`config.mk`:
```
export PLATFORM = sky130hd
export DESIGN_NAME = avalon_mem_arbiter
export DESIGN_NICKNAME = d
export VERILOG_FILES = /design/src/rtl/avalon_mem_arbiter.sv
export SDC_FILE = /design/constraint.sdc
export NUM_CORES = 1
export LEC_CHECK = 0
export CAP_MARGIN = 40
export CORE_MARGIN = 4
export CORE_UTILIZATION = 30
export CTS_CLUSTER_DIAMETER = 30
export DETAILED_ROUTE_END_ITERATION = 8
export RECOVER_POWER = 50
export SYNTH_ARGS = -nofsm -noshare
export SYNTH_HDL_FRONTEND = slang
export SYNTH_SLANG_ARGS = --single-unit
```
`constraint.sdc`:
```
create_clock -name clk -period 3.6 [get_ports clk]
set_clock_uncertainty 0.2 [all_clocks]
set_input_delay 0.36 -clock clk [delete_from_list [all_inputs] [get_ports clk]]
set_output_delay 0.36 -clock clk [all_outputs]
set_load 0.01 [all_outputs]
```
`src/rtl/avalon_mem_arbiter.sv`:
```
// avalon_mem_arbiter
//   Shares one Avalon-MM master between an instruction fetch port (read only)
//   and a data port (read/write, byte enables). One transaction at a time.
//   The winning request is latched, so a requester may change or drop its
//   inputs after the grant without disturbing the transaction in flight.
//   Misaligned addresses (address[1:0] != 0) complete at once with err and
//   issue no bus cycle.
// Parameters
//   ROUND_ROBIN  0: the data port always wins; 1: alternate the ports on contention
// Ports
//   clk, reset                       clock, asynchronous active-low reset
//   i_read, i_address                instruction request, held until i_done
//   i_readdata, i_done               instruction result word, one-cycle completion
//   d_read, d_write, d_address,
//   d_writedata, d_byteenable        data request, held until d_done
//   d_readdata, d_done               data result word, one-cycle completion
//   err                              pulses with done for a misaligned request
//   avm_*                            Avalon-MM master (read latency 1)
module avalon_mem_arbiter #(
  parameter int ROUND_ROBIN = 0
) (
  input  logic        clk,
  input  logic        reset,
  input  logic        i_read,
  input  logic [31:0] i_address,
  output logic [31:0] i_readdata,
  output logic        i_done,
  input  logic        d_read,
  input  logic        d_write,
  input  logic [31:0] d_address,
  input  logic [31:0] d_writedata,
  input  logic [3:0]  d_byteenable,
  output logic [31:0] d_readdata,
  output logic        d_done,
  output logic        err,
  output logic        avm_read,
  output logic        avm_write,
  output logic [3:0]  avm_byteenable,
  output logic [31:0] avm_address,
  output logic [31:0] avm_writedata,
  input  logic [31:0] avm_readdata,
  input  logic        avm_waitrequest
);

  typedef enum logic [1:0] {
    IDLE  = 2'd0,
    BUS   = 2'd1,
    RDATA = 2'd2,
    DONE  = 2'd3
  } state_e;

  localparam logic RR_EN = (ROUND_ROBIN != 0);

  state_e      state_q, state_d;
  logic [31:0] addr_q, addr_d;
  logic [31:0] wdata_q, wdata_d;
  logic [3:0]  be_q, be_d;
  logic        wr_q, wr_d;
  logic        port_q, port_d;      // 1 = data port owns the transaction
  logic        mis_q, mis_d;
  logic        last_d_q, last_d_d;  // 1 = data port was granted last
  logic [31:0] i_rdata_q, i_rdata_d;
  logic [31:0] d_rdata_q, d_rdata_d;

  logic        req_i_s;
  logic        req_d_s;
  logic        req_any_s;
  logic        gnt_d_s;
  logic [31:0] sel_addr_s;
  logic        sel_mis_s;
  logic        bus_s;
  logic        done_s;

  assign req_i_s   = i_read;
  assign req_d_s   = d_read | d_write;
  assign req_any_s = req_i_s | req_d_s;
  // Data wins unless round-robin is enabled, the instruction port is also
  // asking, and data had the previous grant.
  assign gnt_d_s    = req_d_s & (~RR_EN | ~req_i_s | ~last_d_q);
  assign sel_addr_s = gnt_d_s ? d_address : i_address;
  assign sel_mis_s  = (sel_addr_s[1:0] != 2'b00);

  // Next-state and datapath capture.
  always_comb begin
    state_d   = state_q;
    addr_d    = addr_q;
    wdata_d   = wdata_q;
    be_d      = be_q;
    wr_d      = wr_q;
    port_d    = port_q;
    mis_d     = mis_q;
    last_d_d  = last_d_q;
    i_rdata_d = i_rdata_q;
    d_rdata_d = d_rdata_q;
    case (state_q)
      // DONE arbitrates like IDLE so that a waiting port is granted on the
      // edge that ends the previous transaction. The finishing requester
      // drops its request once it sees its done pulse.
      IDLE, DONE: begin
        if (req_any_s) begin
          addr_d   = sel_addr_s;
          wdata_d  = gnt_d_s ? d_writedata : 32'h0000_0000;
          be_d     = gnt_d_s ? d_byteenable : 4'b1111;
          wr_d     = gnt_d_s & d_write;
          port_d   = gnt_d_s;
          mis_d    = sel_mis_s;
          last_d_d = gnt_d_s;
          state_d  = sel_mis_s ? DONE : BUS;
        end else begin
          state_d = IDLE;
        end
      end
      BUS: begin
        if (!avm_waitrequest) begin
          state_d = wr_q ? DONE : RDATA;
        end else begin
          state_d = BUS;
        end
      end
      RDATA: begin
        if (port_q) begin
          d_rdata_d = avm_readdata;
        end else begin
          i_rdata_d = avm_readdata;
        end
        state_d = DONE;
      end
      default: begin
        state_d = IDLE;
      end
    endcase
  end

  // State and datapath registers.
  always_ff @(posedge clk or negedge reset) begin
    if (!reset) begin
      state_q   <= IDLE;
      addr_q    <= 32'h0000_0000;
      wdata_q   <= 32'h0000_0000;
      be_q      <= 4'b0000;
      wr_q      <= 1'b0;
      port_q    <= 1'b0;
      mis_q     <= 1'b0;
      last_d_q  <= 1'b1;
      i_rdata_q <= 32'h0000_0000;
      d_rdata_q <= 32'h0000_0000;
    end else begin
      state_q   <= state_d;
      addr_q    <= addr_d;
      wdata_q   <= wdata_d;
      be_q      <= be_d;
      wr_q      <= wr_d;
      port_q    <= port_d;
      mis_q     <= mis_d;
      last_d_q  <= last_d_d;
      i_rdata_q <= i_rdata_d;
      d_rdata_q <= d_rdata_d;
    end
  end

  // Every output decodes registered state only; bus outputs are zero outside
  // BUS, so reset clears them without waiting for a clock.
  assign bus_s  = (state_q == BUS);
  assign done_s = (state_q == DONE);

  assign avm_read       = bus_s & ~wr_q;
  assign avm_write      = bus_s & wr_q;
  assign avm_address    = bus_s ? addr_q : 32'h0000_0000;
  assign avm_writedata  = bus_s ? wdata_q : 32'h0000_0000;
  assign avm_byteenable = bus_s ? be_q : 4'b0000;

  assign i_done     = done_s & ~port_q;
  assign d_done     = done_s & port_q;
  assign err        = done_s & mis_q;
  assign i_readdata = i_rdata_q;
  assign d_readdata = d_rdata_q;

endmodule

```
==> impl_metrics.json, run 1 <==
{
  "hold_path.class": "input port to asynchronous set/reset pin",
  "first_pass_iters": 4,
  "cts_root_buffer": "clkbuf_16",
  "synth_area_mm2": 0.005887,
  "insertion_delay_ns": 0.41,
  "cts_setup_buffers": 0,
  "dp_hpwl_um": 13050,
  "fin_crit_sh_pct": 83.39,
  "ys_ff_latch": 137,
  "p_leak_nw": 3.972,
  "grt_pass1_vias": 5034,
  "wl_per_cell_um": 17.01,
  "ys_seq_area_share_pct": 58.24,
  "antenna_found_initial": 0,
  "drt_iter0_drc": 150,
  "cts_sinks": 137,
  "rows": 50,
  "num-nets-final": 878,
  "tritoncts": "yes",
  "vias": 4513,
  "vias_per_cell": 4.468,
  "peakVddDrop_uv": 433.0,
  "max_cap_violations": 3,
  "status": "complete, but fails checks",
  "fp.dieW_um": 148.1,
  "critPathLaunch": "state_q[1]",
  "final_antenna_net_count": 0,
  "synth_nets": 606,
  "drive_gt1_share_pct": 14.40,
  "worst_pin_slew_ns": 1.996,
  "crit_path_start_kind": "flip-flop",
  "wl_um": 17180,
  "top_usage_layer": "met2",
  "grt_use_total_pct": 15.72,
  "crit_type": "flip-flop to output pin",
  "grt_max_degree": 72,
  "area_delta_synth_final_pct": 61.34,
  "syn_area_per_cell_um2": 12.66,
  "ioPinCount": 275,
  "grt_use_met2_pct": 26.95,
  "overflow": 0,
  "placed_area_mm2": 0.008884,
  "power_density_mw_per_mm2": 899.0,
  "htree_levels": 4,
  "path_max_fanout": 33,
  "placed_cells": 977,
  "grt_pass1_wl_um": 27170,
  "min_period_ns": 3.002,
  "violations": "max-capacitance violations, max-slew violations",
  "coreArea_mm2": 0.01902,
  "clock_path_buffers": 2,
  "place.gp.congestion": 0.8216,
  "cts-buffers-inserted": 17,
  "synthCells": 465,
  "ys_types": 25,
  "numPortBuffers": 274,
  "end_kind": "output pin",
  "drc": 0,
  "finalNonFillerCells": 1010,
  "reg2reg_from": "state_q[0]",
  "max_freq_mhz": 333.1,
  "arrival_ns": 2.44,
  "fin_setup_tns_ns": 0,
  "synth-warning-count": 0,
  "insertedDiodeCount": 0,
  "grtUsageMet3_pct": 4.449,
  "die_h_um": 148.1,
  "initial_utilization_pct": 30.95,
  "slew-limit-headroom_pct": -33.04,
  "clkTransAtPathRegs_ns": 0.06,
  "cp.required_ns": 3.04,
  "grt_use_met1_pct": 18.99,
  "finalHoldViolCount": 0,
  "rsz0062_at_grt": "false",
  "drv_slew": 145,
  "setup_viol": 0,
  "fp.dieArea_mm2": 0.02193,
  "fin_area_mm2": 0.009498
}
routing by layer:
metal	vias up	share of wire (%)
met2	184	50
met4	0	2.2
met3	23	6.4
met5	-	0
li1	2158	-
met1	2148	41
repair_timing:
| item | 4_1_cts | 5_1_grt |
|---|---|---|
| hold buffers | 1 | 0 |
| endpoints found under the hold margin | 38 | 0 |
| resized for setup | 0 | 0 |
metrics by stage:
| step | util, % | worst slack, ns | power, mW | hold slack (ns) |
|---|---|---|---|---|
| floorplan | - | 1.810 | 4.872 | -0.1356 |
| global placement | 46.57 | 0.9866 | 6.769 | 0.2540 |
| detailed placement | 46.71 | 0.9534 | 6.884 | 0.09058 |
| CTS | 50.10 | 0.5102 | 8.789 | 0.2196 |
| global route | 49.94 | 0.3172 | 9.122 | 0.2324 |
| finish | 49.94 | 0.5981 | 8.538 | 0.2154 |
sequential cells by signal (all words and copies together) (netlist names):
register    flops
addr_q         32
d_readdata     32
i_readdata     32
wdata_q        32
be_q            4
state_q         2
mis_q           1
port_q          1
wr_q            1
worst max-delay path, stage by stage, from the launching register on:
cell and delay (ns):
dfrtp_1 0.40, inv_1 0.06, ha_2 0.53, buf_4 0.32, and2_1 0.17, clkdlybuf4s50_1 0.54
report_power, final:
group	total, mW	switching (mW)	internal (mW)
Combinational	3.95	1.79	2.16
Sequential	2.72	0.382	2.34
Clock	1.87	0.680	1.19
Total	8.54	2.86	5.68
cell usage after synthesis:
cell type / instances / area (um^2)
buf_2: 6 / 30.03
inv_1: 3 / 11.26
ha_1: 3 / 37.54
buf_4: 15 / 112.6
a21oi_1: 1 / 5.000
clkbuf_1: 9 / 33.78
dfrtp_1: 137 / 3428
o31a_1: 1 / 8.760
nor2b_1: 4 / 25.02
o21a_1: 1 / 7.510
clkbuf_2: 3 / 15.01
mux2_1: 2 / 22.52
o22ai_1: 1 / 6.260
nand2_1: 37 / 138.9
and2_1: 71 / 444.2
a22o_1: 33 / 289.0
o31ai_2: 1 / 12.51
o22a_1: 4 / 35.03
or4_1: 1 / 7.510
nor2_4: 1 / 11.26
o31ai_1: 1 / 7.510
nor2_1: 1 / 3.750
o21ai_0: 35 / 175.2
mux2i_1: 32 / 320.3
mux2_2: 62 / 698.2
cell usage in the layout (no fill, tap or decap), types with 3 or more instances in the layout:
cell type	netlist	final
a22o_1	33	33
clkinvlp_4	0	3
dlygate4sd3_1	0	46
bufinv_16	0	4
clkbuf_1	9	3
mux2i_1	32	32
buf_4	15	8
nand2_1	37	37
clkdlybuf4s50_1	0	228
clkbuf_16	0	17
inv_6	0	3
dfrtp_1	137	137
mux2_2	62	62
o21ai_0	35	35
and2_1	71	71
o22a_1	4	4
inv_1	3	3
cell families after synthesis:
logic type | after synthesis | synth area share [%]
AO/OA/AOI/OAI | 78 | 9.288
adder cells (fa/ha/maj) | 3 | 0.6377
buffers and inverters | 36 | 3.443
flip-flops | 137 | 58.24
multiplexers | 96 | 17.68
AND/OR/NAND/NOR | 115 | 10.71
path summary, 6_finish.rpt:
| path | endpoint | slack (ns) | cells past startpoint |
|---|---|---|---|
| worst max-delay path | avm_address[15] | 0.60 | 5 |
| worst min-delay path | i_readdata[6] | 0.22 | 2 |
| worst max register to register | d_readdata[31] | 0.63 | 5 |
| worst min register to register | addr_q[28] | 0.27 | 2 |
| max in group asynchronous | i_readdata[23] | 0.80 | 4 |
| min in group clk | addr_q[28] | 0.27 | 2 |
final cells by class:
cell class                 count  area [um^2]
tap                          260        325.3
multi-input combinational    292         2272
sequential                   137         3428
timing repair buffer         286         2826
clock buffer                  19        442.9
clock inverter                13        191.4
inverter                       3        11.26
fill                        1727         9520
No activity file was read; power rests on OpenSTA's default activity.
==> inputs of run 2 (changes only) <==
==> constraint.sdc (replaced) <==
create_clock -name clk -period 3.05 [get_ports clk]
set_clock_uncertainty 0.2 [all_clocks]
set_input_delay 0.305 -clock clk [delete_from_list [all_inputs] [get_ports clk]]
set_output_delay 0.305 -clock clk [all_outputs]
set_load 0.01 [all_outputs]
==> run 2 against run 1 <==
  * The run still ends with max-capacitance violations, max-slew violations left
  * Flip-flop and latch count unchanged
  * Largest power group unchanged
  * Combinational power increased by 17%
  * First-iteration DRC count increased by 5.3%
==> impl_metrics.json, run 2 (synthesized netlist as in run 1, its figures left out) <==
{
  "drt_iter0_drc": 158,
  "initial_utilization_pct": 30.95,
  "htree_levels": 4,
  "min_period_ns": 2.611,
  "crit_path_max_incr_delay_ns": 0.55,
  "drc": 0,
  "insertion_delay_ns": 0.40,
  "power_density_mw_per_mm2": 1061,
  "path_delay_family": "buffers and inverters",
  "fp.dieW_um": 148.1,
  "setup_viol": 0,
  "cts-buffers-inserted": 17,
  "ioPinCount": 275,
  "cp_num_buf_inv": 3,
  "r2r-end": "wdata_q[6]",
  "wl_per_cell_um": 16.60,
  "slew-limit-headroom_pct": -25.86,
  "cts_root_buffer": "clkbuf_16",
  "coreArea_mm2": 0.01902,
  "grt_pass1_wl_um": 26240,
  "die_h_um": 148.1,
  "first_pass_iters": 4,
  "final_antenna_net_count": 0,
  "path_max_fanout": 72,
  "fp.dieArea_mm2": 0.02193,
  "setup_slack_ns": 0.4390,
  "fin_crit_sh_pct": 85.61,
  "holdPathStages": 2,
  "grt_pass1_vias": 4926,
  "reg2reg_from": "state_q[0]",
  "antenna_found_initial": 0,
  "fillCellCount": 1725,
  "p_leak_nw": 3.998,
  "num-nets-final": 875,
  "cts_resized": 0,
  "end_kind": "output pin",
  "status": "complete, but fails checks",
  "grt_max_degree": 77,
  "fin_setup_tns_ns": 0,
  "cts_sinks": 137,
  "overflow": 0,
  "utilization_pct": 50.14,
  "finalHoldViolCount": 0,
  "dp_hpwl_um": 12500,
  "vias_per_cell": 4.510,
  "max_freq_mhz": 383.0,
  "grt_use_total_pct": 15.11,
  "max_cap_violations": 1,
  "numPortBuffers": 274,
  "dpl_worst_slack_ns": 0.7630,
  "worstHoldStart": "addr_q[0]",
  "rr_worst_depth": 5,
  "wl_um": 16700,
  "crit_path_start_kind": "flip-flop",
  "hold_path_end": "addr_q[0]",
  "violations": "max-capacitance violations, max-slew violations",
  "clock_path_buffers": 2,
  "tritoncts": "yes",
  "cp_cell_sequence": "inv_1 -> ha_2 -> buf_12 -> and2_1 -> clkdlybuf4s50_1",
  "drv_slew": 76,
  "area_delta_synth_final_pct": 61.98,
  "vias": 4537,
  "crit_type": "flip-flop to output pin",
  "rsz0062_at_grt": "false",
  "cts_setup_buffers": 0,
  "clkTransAtPathRegs_ns": 0.06,
  "place.gp.congestion": 0.7756,
  "final_cell_mix": "clkdlybuf4s50_1 (210), dfrtp_1 (137), and2_1 (71), dlygate4sd3_1 (64), mux2_2 (62)",
  "insertedDiodeCount": 0,
  "cp_slowest_cell": "clkdlybuf4s50_1",
  "peakVddDrop_uv": 432.3,
  "worst_pin_slew_ns": 1.888,
  "final_common_cell": "clkdlybuf4s50_1",
  "rows": 50,
  "drive_gt1_share_pct": 14.21,
  "arrival_ns": 2.11,
  "rrSetupSlack_ns": 0.91,
  "cp.required_ns": 2.54,
  "hold_path.class": "flip-flop to flip-flop"
}
run 2: cell count changes in the layout (fill, tap and decap cells not counted), moves of 2 or more:
cell | before | now
dlygate4sd3_1 | 46 | 64
buf_4 | 8 | 5
clkinv_4 | 2 | 0
buf_12 | 0 | 2
clkbuf_1 | 3 | 1
clkdlybuf4s50_1 | 228 | 210
clkbuf_8 | 1 | 3
run 2: worst min-delay path, cell delays in order (launching register included):
cell,delay [ns]
dfrtp_1,0.33
nand2_1,0.04
o21ai_0,0.06
run 2: layer usage:
metal | vias to the layer above | track usage, % | part of all wire (%)
li1 | 2154 | - | -
met1 | 2177 | 18.83 | 42
met2 | 176 | 24.80 | 48
met3 | 30 | 4.906 | 7.1
met4 | 0 | 5.312 | 2.5
met5 | - | 0 | 0
run 2: worst max path at each step:
stage	end	cells past startpoint	slack [ns]	from
floorplan	avm_read	5	1.32	state_q[1]
global placement	wdata_q[3]	4	0.57	d_write
detailed placement	addr_q[12]	5	0.76	d_write
CTS	avm_address[1]	5	0.41	state_q[1]
global route	addr_q[1]	2	0.29	reset
finish	avm_address[1]	5	0.44	state_q[1]
run 2: what timing repair did:
action,in CTS,in global routing
hold buffers,1,0
endpoints found under the hold margin,75,0
setup endpoints to repair,0,0
run 2: stage by stage:
stage / power, mW / cells / hold WS, ns / instance area, um^2
floorplan: 5.751 / 465 / -0.1906 / 5887
global placement: 7.974 / 973 / 0.1813 / 8859
detailed placement: 8.140 / 974 / 0.1872 / 8874
CTS: 10.46 / 1006 / 0.2616 / 9542
global route: 10.80 / 1006 / 0.2804 / 9535
finish: 10.12 / 1006 / 0.2678 / 9535
run 2: cell type report:
class | count | area [um^2] | area share (%)
clock inverters | 10 | 187.7 | 1.968
multi-input cells | 292 | 2272 | 23.83
flip-flops and latches | 137 | 3428 | 35.95
well taps | 260 | 325.3 | 3.412
repair buffers | 283 | 2840 | 29.79
inverters | 3 | 11.26 | 0.1181
clock buffers | 21 | 470.5 | 4.934
run 2: power breakdown:
group / internal [mW] / switching (mW)
registers: 2.76 / 0.446
clock network: 1.52 / 0.755
logic: 2.52 / 2.12
total: 6.80 / 3.32
